<file path="src/rtl/awg_loader.sv">
`timescale 1ns/1ps
// awg_loader
// Upstream sequencer for the arbitrary-waveform playback memory.
// It unpacks 32-bit sample-pair words from a valid/ready stream into the
// memory write port, then sequences playback with a programmable length
// and repeat count.
//
// Ports
//   wclk, rst                         clock, asynchronous active-high reset
//   s_tdata/s_tvalid/s_tlast/s_tready sample-pair stream ([13:0]=n, [29:16]=n+1)
//   cfg_len                           waveform length in samples (latched on load_start)
//   cfg_reps                          repeat count, 0 = infinite (latched on trigger)
//   load_start, trigger, stop         single-cycle command pulses
//   we, waddr, data_in                playback memory write port
//   re, arb_rst_n                     playback read enable / read-pointer reset (active low)
//   loaded, playing, err_short        status
module awg_loader #(
    parameter int DAC_DATA_WIDTH = 14,
    parameter int ADDR_WIDTH     = 16
) (
    input  logic                      wclk,
    input  logic                      rst,
    input  logic [31:0]               s_tdata,
    input  logic                      s_tvalid,
    input  logic                      s_tlast,
    output logic                      s_tready,
    input  logic [ADDR_WIDTH:0]       cfg_len,
    input  logic [15:0]               cfg_reps,
    input  logic                      load_start,
    input  logic                      trigger,
    input  logic                      stop,
    output logic                      we,
    output logic [ADDR_WIDTH-1:0]     waddr,
    output logic [DAC_DATA_WIDTH-1:0] data_in,
    output logic                      re,
    output logic                      arb_rst_n,
    output logic                      loaded,
    output logic                      playing,
    output logic                      err_short
);

    typedef enum logic [2:0] {
        S_IDLE, S_LOAD_LO, S_LOAD_HI, S_LOADED, S_PREP, S_PLAY, S_GAP
    } state_t;

    localparam logic [ADDR_WIDTH:0] MAX_LEN = {1'b1, {ADDR_WIDTH{1'b0}}};

    state_t                      r_state;
    state_t                      w_state_next;

    logic [ADDR_WIDTH:0]         r_len, w_len_next;
    logic [ADDR_WIDTH:0]         r_wptr, w_wptr_next;
    logic [ADDR_WIDTH:0]         r_rcnt, w_rcnt_next;
    logic [DAC_DATA_WIDTH-1:0]   r_hold, w_hold_next;
    logic                        r_last, w_last_next;
    logic                        r_err, w_err_next;
    logic [15:0]                 r_reps, w_reps_next;
    logic [15:0]                 r_rep, w_rep_next;
    logic                        r_we, w_we_next;
    logic [ADDR_WIDTH-1:0]       r_waddr, w_waddr_next;
    logic [DAC_DATA_WIDTH-1:0]   r_data, w_data_next;
    logic                        r_tready, r_re, r_arb_rst_n, r_loaded, r_playing;

    logic [ADDR_WIDTH:0]         w_wptr_inc;
    logic [15:0]                 w_rep_inc;
    logic                        w_unused;

    assign w_wptr_inc = r_wptr + 1'b1;
    assign w_rep_inc  = r_rep + 16'd1;
    // The spare bits of each half-word carry nothing.
    assign w_unused   = ^{s_tdata[31:30], s_tdata[15:14]};

    always_ff @(posedge wclk or posedge rst) begin
        if (rst) begin
            r_state <= S_IDLE;
        end else begin
            r_state <= w_state_next;
        end
    end

    always_comb begin
        w_state_next = r_state;
        w_len_next   = r_len;
        w_wptr_next  = r_wptr;
        w_rcnt_next  = r_rcnt;
        w_hold_next  = r_hold;
        w_last_next  = r_last;
        w_err_next   = r_err;
        w_reps_next  = r_reps;
        w_rep_next   = r_rep;
        w_we_next    = 1'b0;
        w_waddr_next = r_waddr;
        w_data_next  = r_data;

        case (r_state)
            S_IDLE, S_LOADED: begin
                // A new load takes priority over a trigger arriving together.
                if (load_start && (cfg_len != '0)) begin
                    w_len_next   = (cfg_len > MAX_LEN) ? MAX_LEN : cfg_len;
                    w_err_next   = 1'b0;
                    w_wptr_next  = '0;
                    w_last_next  = 1'b0;
                    w_state_next = S_LOAD_LO;
                end else if ((r_state == S_LOADED) && trigger) begin
                    w_reps_next  = cfg_reps;
                    w_rep_next   = '0;
                    w_state_next = S_PREP;
                end
            end
            S_LOAD_LO: begin
                if (s_tvalid) begin
                    w_we_next    = 1'b1;
                    w_waddr_next = r_wptr[ADDR_WIDTH-1:0];
                    w_data_next  = s_tdata[DAC_DATA_WIDTH-1:0];
                    w_hold_next  = s_tdata[16 +: DAC_DATA_WIDTH];
                    w_last_next  = s_tlast;
                    w_wptr_next  = w_wptr_inc;
                    // Odd lengths end here and the high half is dropped.
                    w_state_next = (w_wptr_inc == r_len) ? S_LOADED : S_LOAD_HI;
                end
            end
            S_LOAD_HI: begin
                w_we_next    = 1'b1;
                w_waddr_next = r_wptr[ADDR_WIDTH-1:0];
                w_data_next  = r_hold;
                w_wptr_next  = w_wptr_inc;
                if (w_wptr_inc == r_len) begin
                    w_state_next = S_LOADED;
                end else if (r_last) begin
                    // Transfer ended early: shrink the waveform to what arrived.
                    w_err_next   = 1'b1;
                    w_len_next   = w_wptr_inc;
                    w_state_next = S_LOADED;
                end else begin
                    w_state_next = S_LOAD_LO;
                end
            end
            S_PREP: begin
                w_rcnt_next  = '0;
                w_state_next = S_PLAY;
            end
            S_PLAY: begin
                if (r_rcnt == r_len - 1'b1) begin
                    w_rep_next = w_rep_inc;
                    // cfg_reps == 0 never terminates: the explicit zero test
                    // keeps a wrapped rep from matching.
                    if ((r_reps != '0) && (w_rep_inc == r_reps)) begin
                        w_state_next = S_LOADED;
                    end else begin
                        w_state_next = S_GAP;
                    end
                end else begin
                    w_rcnt_next = r_rcnt + 1'b1;
                end
            end
            S_GAP: begin
                w_rcnt_next  = '0;
                w_state_next = S_PLAY;
            end
            default: w_state_next = S_IDLE;
        endcase

        if (stop && (r_state inside {S_PREP, S_PLAY, S_GAP})) begin
            w_state_next = S_LOADED;
        end
    end

    // Status and playback controls are decoded from the next state so every
    // output comes straight from a flop and changes on the same edge as state.
    always_ff @(posedge wclk or posedge rst) begin
        if (rst) begin
            r_len       <= '0;
            r_wptr      <= '0;
            r_rcnt      <= '0;
            r_hold      <= '0;
            r_last      <= 1'b0;
            r_err       <= 1'b0;
            r_reps      <= '0;
            r_rep       <= '0;
            r_we        <= 1'b0;
            r_waddr     <= '0;
            r_data      <= '0;
            r_tready    <= 1'b0;
            r_re        <= 1'b0;
            r_arb_rst_n <= 1'b0;
            r_loaded    <= 1'b0;
            r_playing   <= 1'b0;
        end else begin
            r_len       <= w_len_next;
            r_wptr      <= w_wptr_next;
            r_rcnt      <= w_rcnt_next;
            r_hold      <= w_hold_next;
            r_last      <= w_last_next;
            r_err       <= w_err_next;
            r_reps      <= w_reps_next;
            r_rep       <= w_rep_next;
            r_we        <= w_we_next;
            r_waddr     <= w_waddr_next;
            r_data      <= w_data_next;
            r_tready    <= (w_state_next == S_LOAD_LO);
            r_re        <= (w_state_next == S_PLAY);
            r_arb_rst_n <= !(w_state_next inside {S_PREP, S_GAP});
            r_loaded    <= (w_state_next inside {S_LOADED, S_PREP, S_PLAY, S_GAP});
            r_playing   <= (w_state_next inside {S_PREP, S_PLAY, S_GAP});
        end
    end

    assign s_tready  = r_tready;
    assign we        = r_we;
    assign waddr     = r_waddr;
    assign data_in   = r_data;
    assign re        = r_re;
    assign arb_rst_n = r_arb_rst_n;
    assign loaded    = r_loaded;
    assign playing   = r_playing;
    assign err_short = r_err;

endmodule

</file>
<file path="config.mk">
export PLATFORM = sky130hd
export DESIGN_NAME = awg_loader
export DESIGN_NICKNAME = d
export VERILOG_FILES = /design/src/rtl/awg_loader.sv
export SDC_FILE = /design/constraint.sdc
export NUM_CORES = 1
export LEC_CHECK = 0
export CAP_MARGIN = 20
export CORE_ASPECT_RATIO = 0.5
export CORE_MARGIN = 2
export CORE_UTILIZATION = 50
export CTS_CLUSTER_SIZE = 14
export DETAILED_ROUTE_END_ITERATION = 16
export PLACE_DENSITY_LB_ADDON = 0.08
export SETUP_SLACK_MARGIN = 0.05
export SLEW_MARGIN = 20
export SYNTH_ARGS = -nofsm -noshare
export SYNTH_HDL_FRONTEND = slang
export SYNTH_SLANG_ARGS = --single-unit
export TNS_END_PERCENT = 20
</file>
<file path="constraint.sdc">
create_clock -name wclk -period 7.9 [get_ports wclk]
set_clock_uncertainty 0.1 [all_clocks]
set_input_delay 1.185 -clock wclk [delete_from_list [all_inputs] [get_ports wclk]]
set_output_delay 1.185 -clock wclk [all_outputs]
set_load 0.01 [all_outputs]
</file>
==> impl_metrics.toml <==
[yosys]
synth.distinct_cells = 68
synth_top_area_cell = "dfrtp_1"
synth_edf_count = 0
yosys-top-cells-area = "dfrtp_1 (41%), nand2_1 (7.4%), xnor2_1 (5.0%)"
yosysWarnings = 0
syn_area_per_cell_um2 = 8.96
synthArstFlopShare_pct = 100
ys.flop_type = "dfrtp_1"
synth-seq-area-share_pct = 40.9
syn_inst = 942
synth_area_um2 = 8440
netlist.area_leader.share_pct = 40.9
syn-num-nets = 1018
ys_ff_latch = 138

[routing]
drt-total-wl_um = 20300
drc = 0
routed_via_density = 5.79
wl_per_cell_um = 16.4
drtAntennaViolNets = 0
wl_met1_um = 9620
drtIter0Drc = 427
dr_wl_met2_um = 9430
highest_layer = "met4"
route.met3.wl_um = 906
first_pass_iters = 5
vias = 7158

[cts]
clock-root-buffer = "clkbuf_16"
cts_hold_buf = 0
cts.htree.levels = 4
cts_buffers = 17
tritoncts = "done"
postCtsResizedCells = 0
postCtsSetupRepairBufs = 0
cts_sinks = 138
clkLatencyLatePin_ns = 0.42
cts_buffer_depth = 2
cts.clk_slew.worst_paths_ns = 0.06

[global_routing]
gr-total-overflow = 0
grt_pass1_vias = 6717
grt_pass1_wl_um = 33700
antenna_found_initial = 0
track_usage_pct = 23.5
grt_max_degree = 75

[layout]
drive_gt1_share_pct = 9.02
fin_area_um2 = 10100
nFillCells = 1465
utilization_pct = 61.7
fin_nets = 1073
syn2layout_area_growth_pct = 20.1
n_antenna_cell = 0

[timing]
period_needed_ns = 4.29
finalMaxSlewViolations = 0
finalSetupTns_ns = 0
worst_pin_slew_ns = 0.971
setup_ws_ns = 3.61
finalSetupViolations = 0
slew_headroom_pct = 35.1
fin_crit_sh_pct = 54.3
rsz0062_at_grt = "no"
max_freq_mhz = 233
finalHoldViolCount = 0

[placement]
io_buffers = 104
pre_cts_slack_ns = 3.27
hpwlAfterDp_um = 14300
place_area_um2 = 9510
gp_congestion = 0.900

[die]
num_rows = 33
fp.dieW_um = 188
fp.dieH_um = 95.9
ios = 109
dieArea_um2 = 18000
core_area_um2 = 16400
initial_utilization_pct = 51.4

[worst_setup_path]
cp.arrival_ns = 4.49
path_class = "flop to flop"
cp.required_ns = 8.11
cp_max_fo = 17
end_kind = "flop"
cp-start-kind = "flop"
ff2ff_path_depth = 8
reg2reg_setup_slack_ns = 3.61

[power]
vdd_drop_max_mv = 0.183
fin_total_pwr_uw = 3350
power.density_nw_per_um2 = 331
p_leak_uw = 0.00420

[flow_run]
drv_cap = 0

[run_status]
run_status = "complete, no violations"

[min_path]
hold_depth = 2
hold_path.class = "flop to flop"
cell usage in the layout (no fill, tap or decap), types with 9 or more instances in the layout:
cell,netlist,final
inv_1,17,16
a21o_1,9,9
nand3_1,34,34
nor4_1,16,16
xnor2_1,48,48
o31ai_1,13,13
nand4_1,22,22
mux2i_1,35,35
nor3_1,15,15
dfrtp_1,138,138
a21oi_1,23,22
mux2_2,36,36
and2_1,10,10
xor2_1,20,20
nand2b_1,9,9
and3_1,11,11
clkbuf_16,0,17
nand2_1,167,167
clkdlybuf4s50_1,0,104
nor2_1,52,50
o21ai_0,70,70
final cells by class:
| cell class | instances | area (µm²) | area share, % |
|---|---|---|---|
| clock buffers | 20 | 457 | 4.50 |
| clock inverters | 11 | 170 | 1.68 |
| inverters | 17 | 68.8 | 0.679 |
| multi-input cells | 714 | 4630 | 45.6 |
| flip-flops and latches | 138 | 3450 | 34.1 |
| well taps | 227 | 284 | 2.80 |
| repair buffers | 109 | 1080 | 10.6 |
report_power, final:
group | switching, µW | internal (µW)
Sequential | 287 | 921
Combinational | 655 | 632
Clock | 313 | 543
Total | 1260 | 2100
Yosys cell counts (5+ instances only):
| master | number |
|---|---|
| and3_1 | 11 |
| nand2b_1 | 9 |
| and2_1 | 10 |
| xnor2_1 | 48 |
| nor2_1 | 52 |
| nor2b_1 | 9 |
| nand4_1 | 22 |
| clkbuf_1 | 52 |
| inv_1 | 17 |
| nand2_1 | 167 |
| buf_2 | 10 |
| nand3_1 | 34 |
| nor3b_1 | 6 |
| a211oi_1 | 7 |
| dfrtp_1 | 138 |
| a311oi_1 | 6 |
| o31ai_1 | 13 |
| xor2_1 | 20 |
| a31oi_1 | 8 |
| and4_1 | 7 |
| a21o_1 | 9 |
| nor3_1 | 15 |
| mux2_2 | 36 |
| a21oi_1 | 23 |
| nor4_1 | 16 |
| buf_1 | 7 |
| a41o_1 | 5 |
| mux2i_1 | 35 |
| or4_1 | 6 |
| or3_1 | 5 |
| o21ai_0 | 70 |
cells by family after synthesis:
family	Yosys count	share of synthesized area [%]
and+or+nand+nor	391	23.4
AOI/OAI and AO/OA	177	13.8
DFF	138	40.9
buffers and inverters	90	4.51
xor gates and xnor gates	71	7.86
muxes	71	8.95
adders and majority gates	4	0.593
metal layers:
layer | GRT usage [%] | up-vias
li1 | - | 3468
met1 | 31.3 | 3506
met2 | 38.6 | 158
met3 | 5.65 | 26
met4 | 7.35 | 0
met5 | 0 | -
flip-flops by register name (all words and copies together) (netlist names):
name / cells
r_wptr: 17
playing: 1
r_hold: 14
s_tready: 1
waddr: 16
err_short: 1
r_last: 1
r_state: 3
r_len: 17
r_rcnt: 17
we: 1
re: 1
r_rep: 16
loaded: 1
data_in: 14
arb_rst_n: 1
r_reps: 16
worst paths after layout:
| path | startpoint | to |
|---|---|---|
| setup / recovery | r_wptr[2] | r_len[10] |
| hold reg to reg | waddr[0] | waddr[0] |
| min in group asynchronous | rst | re |
| hold / removal | waddr[0] | waddr[0] |
| setup reg to reg | r_wptr[2] | r_len[10] |
| max in group asynchronous | rst | waddr[7] |
worst max-delay path, cell delays in order (launching register included):
cell,delay (ns)
dfrtp_1,0.63
nand4_1,0.40
nor4_2,0.66
mux2i_1,0.30
o2111ai_1,0.12
nor4_1,0.53
nand3_1,0.34
a31oi_4,0.67
mux2_2,0.41
per-stage QoR:
| step | cells | hold slack, ns |
|---|---|---|
| 2_1_floorplan | 942 | 0.346 |
| 3_3_place_gp | 1205 | 0.349 |
| 3_5_place_dp | 1205 | 0.356 |
| 4_1_cts | 1236 | 0.369 |
| 5_1_grt | 1236 | 0.400 |
| 6_report | 1236 | 0.360 |
Note: power is estimated with default switching activity, not from simulation.
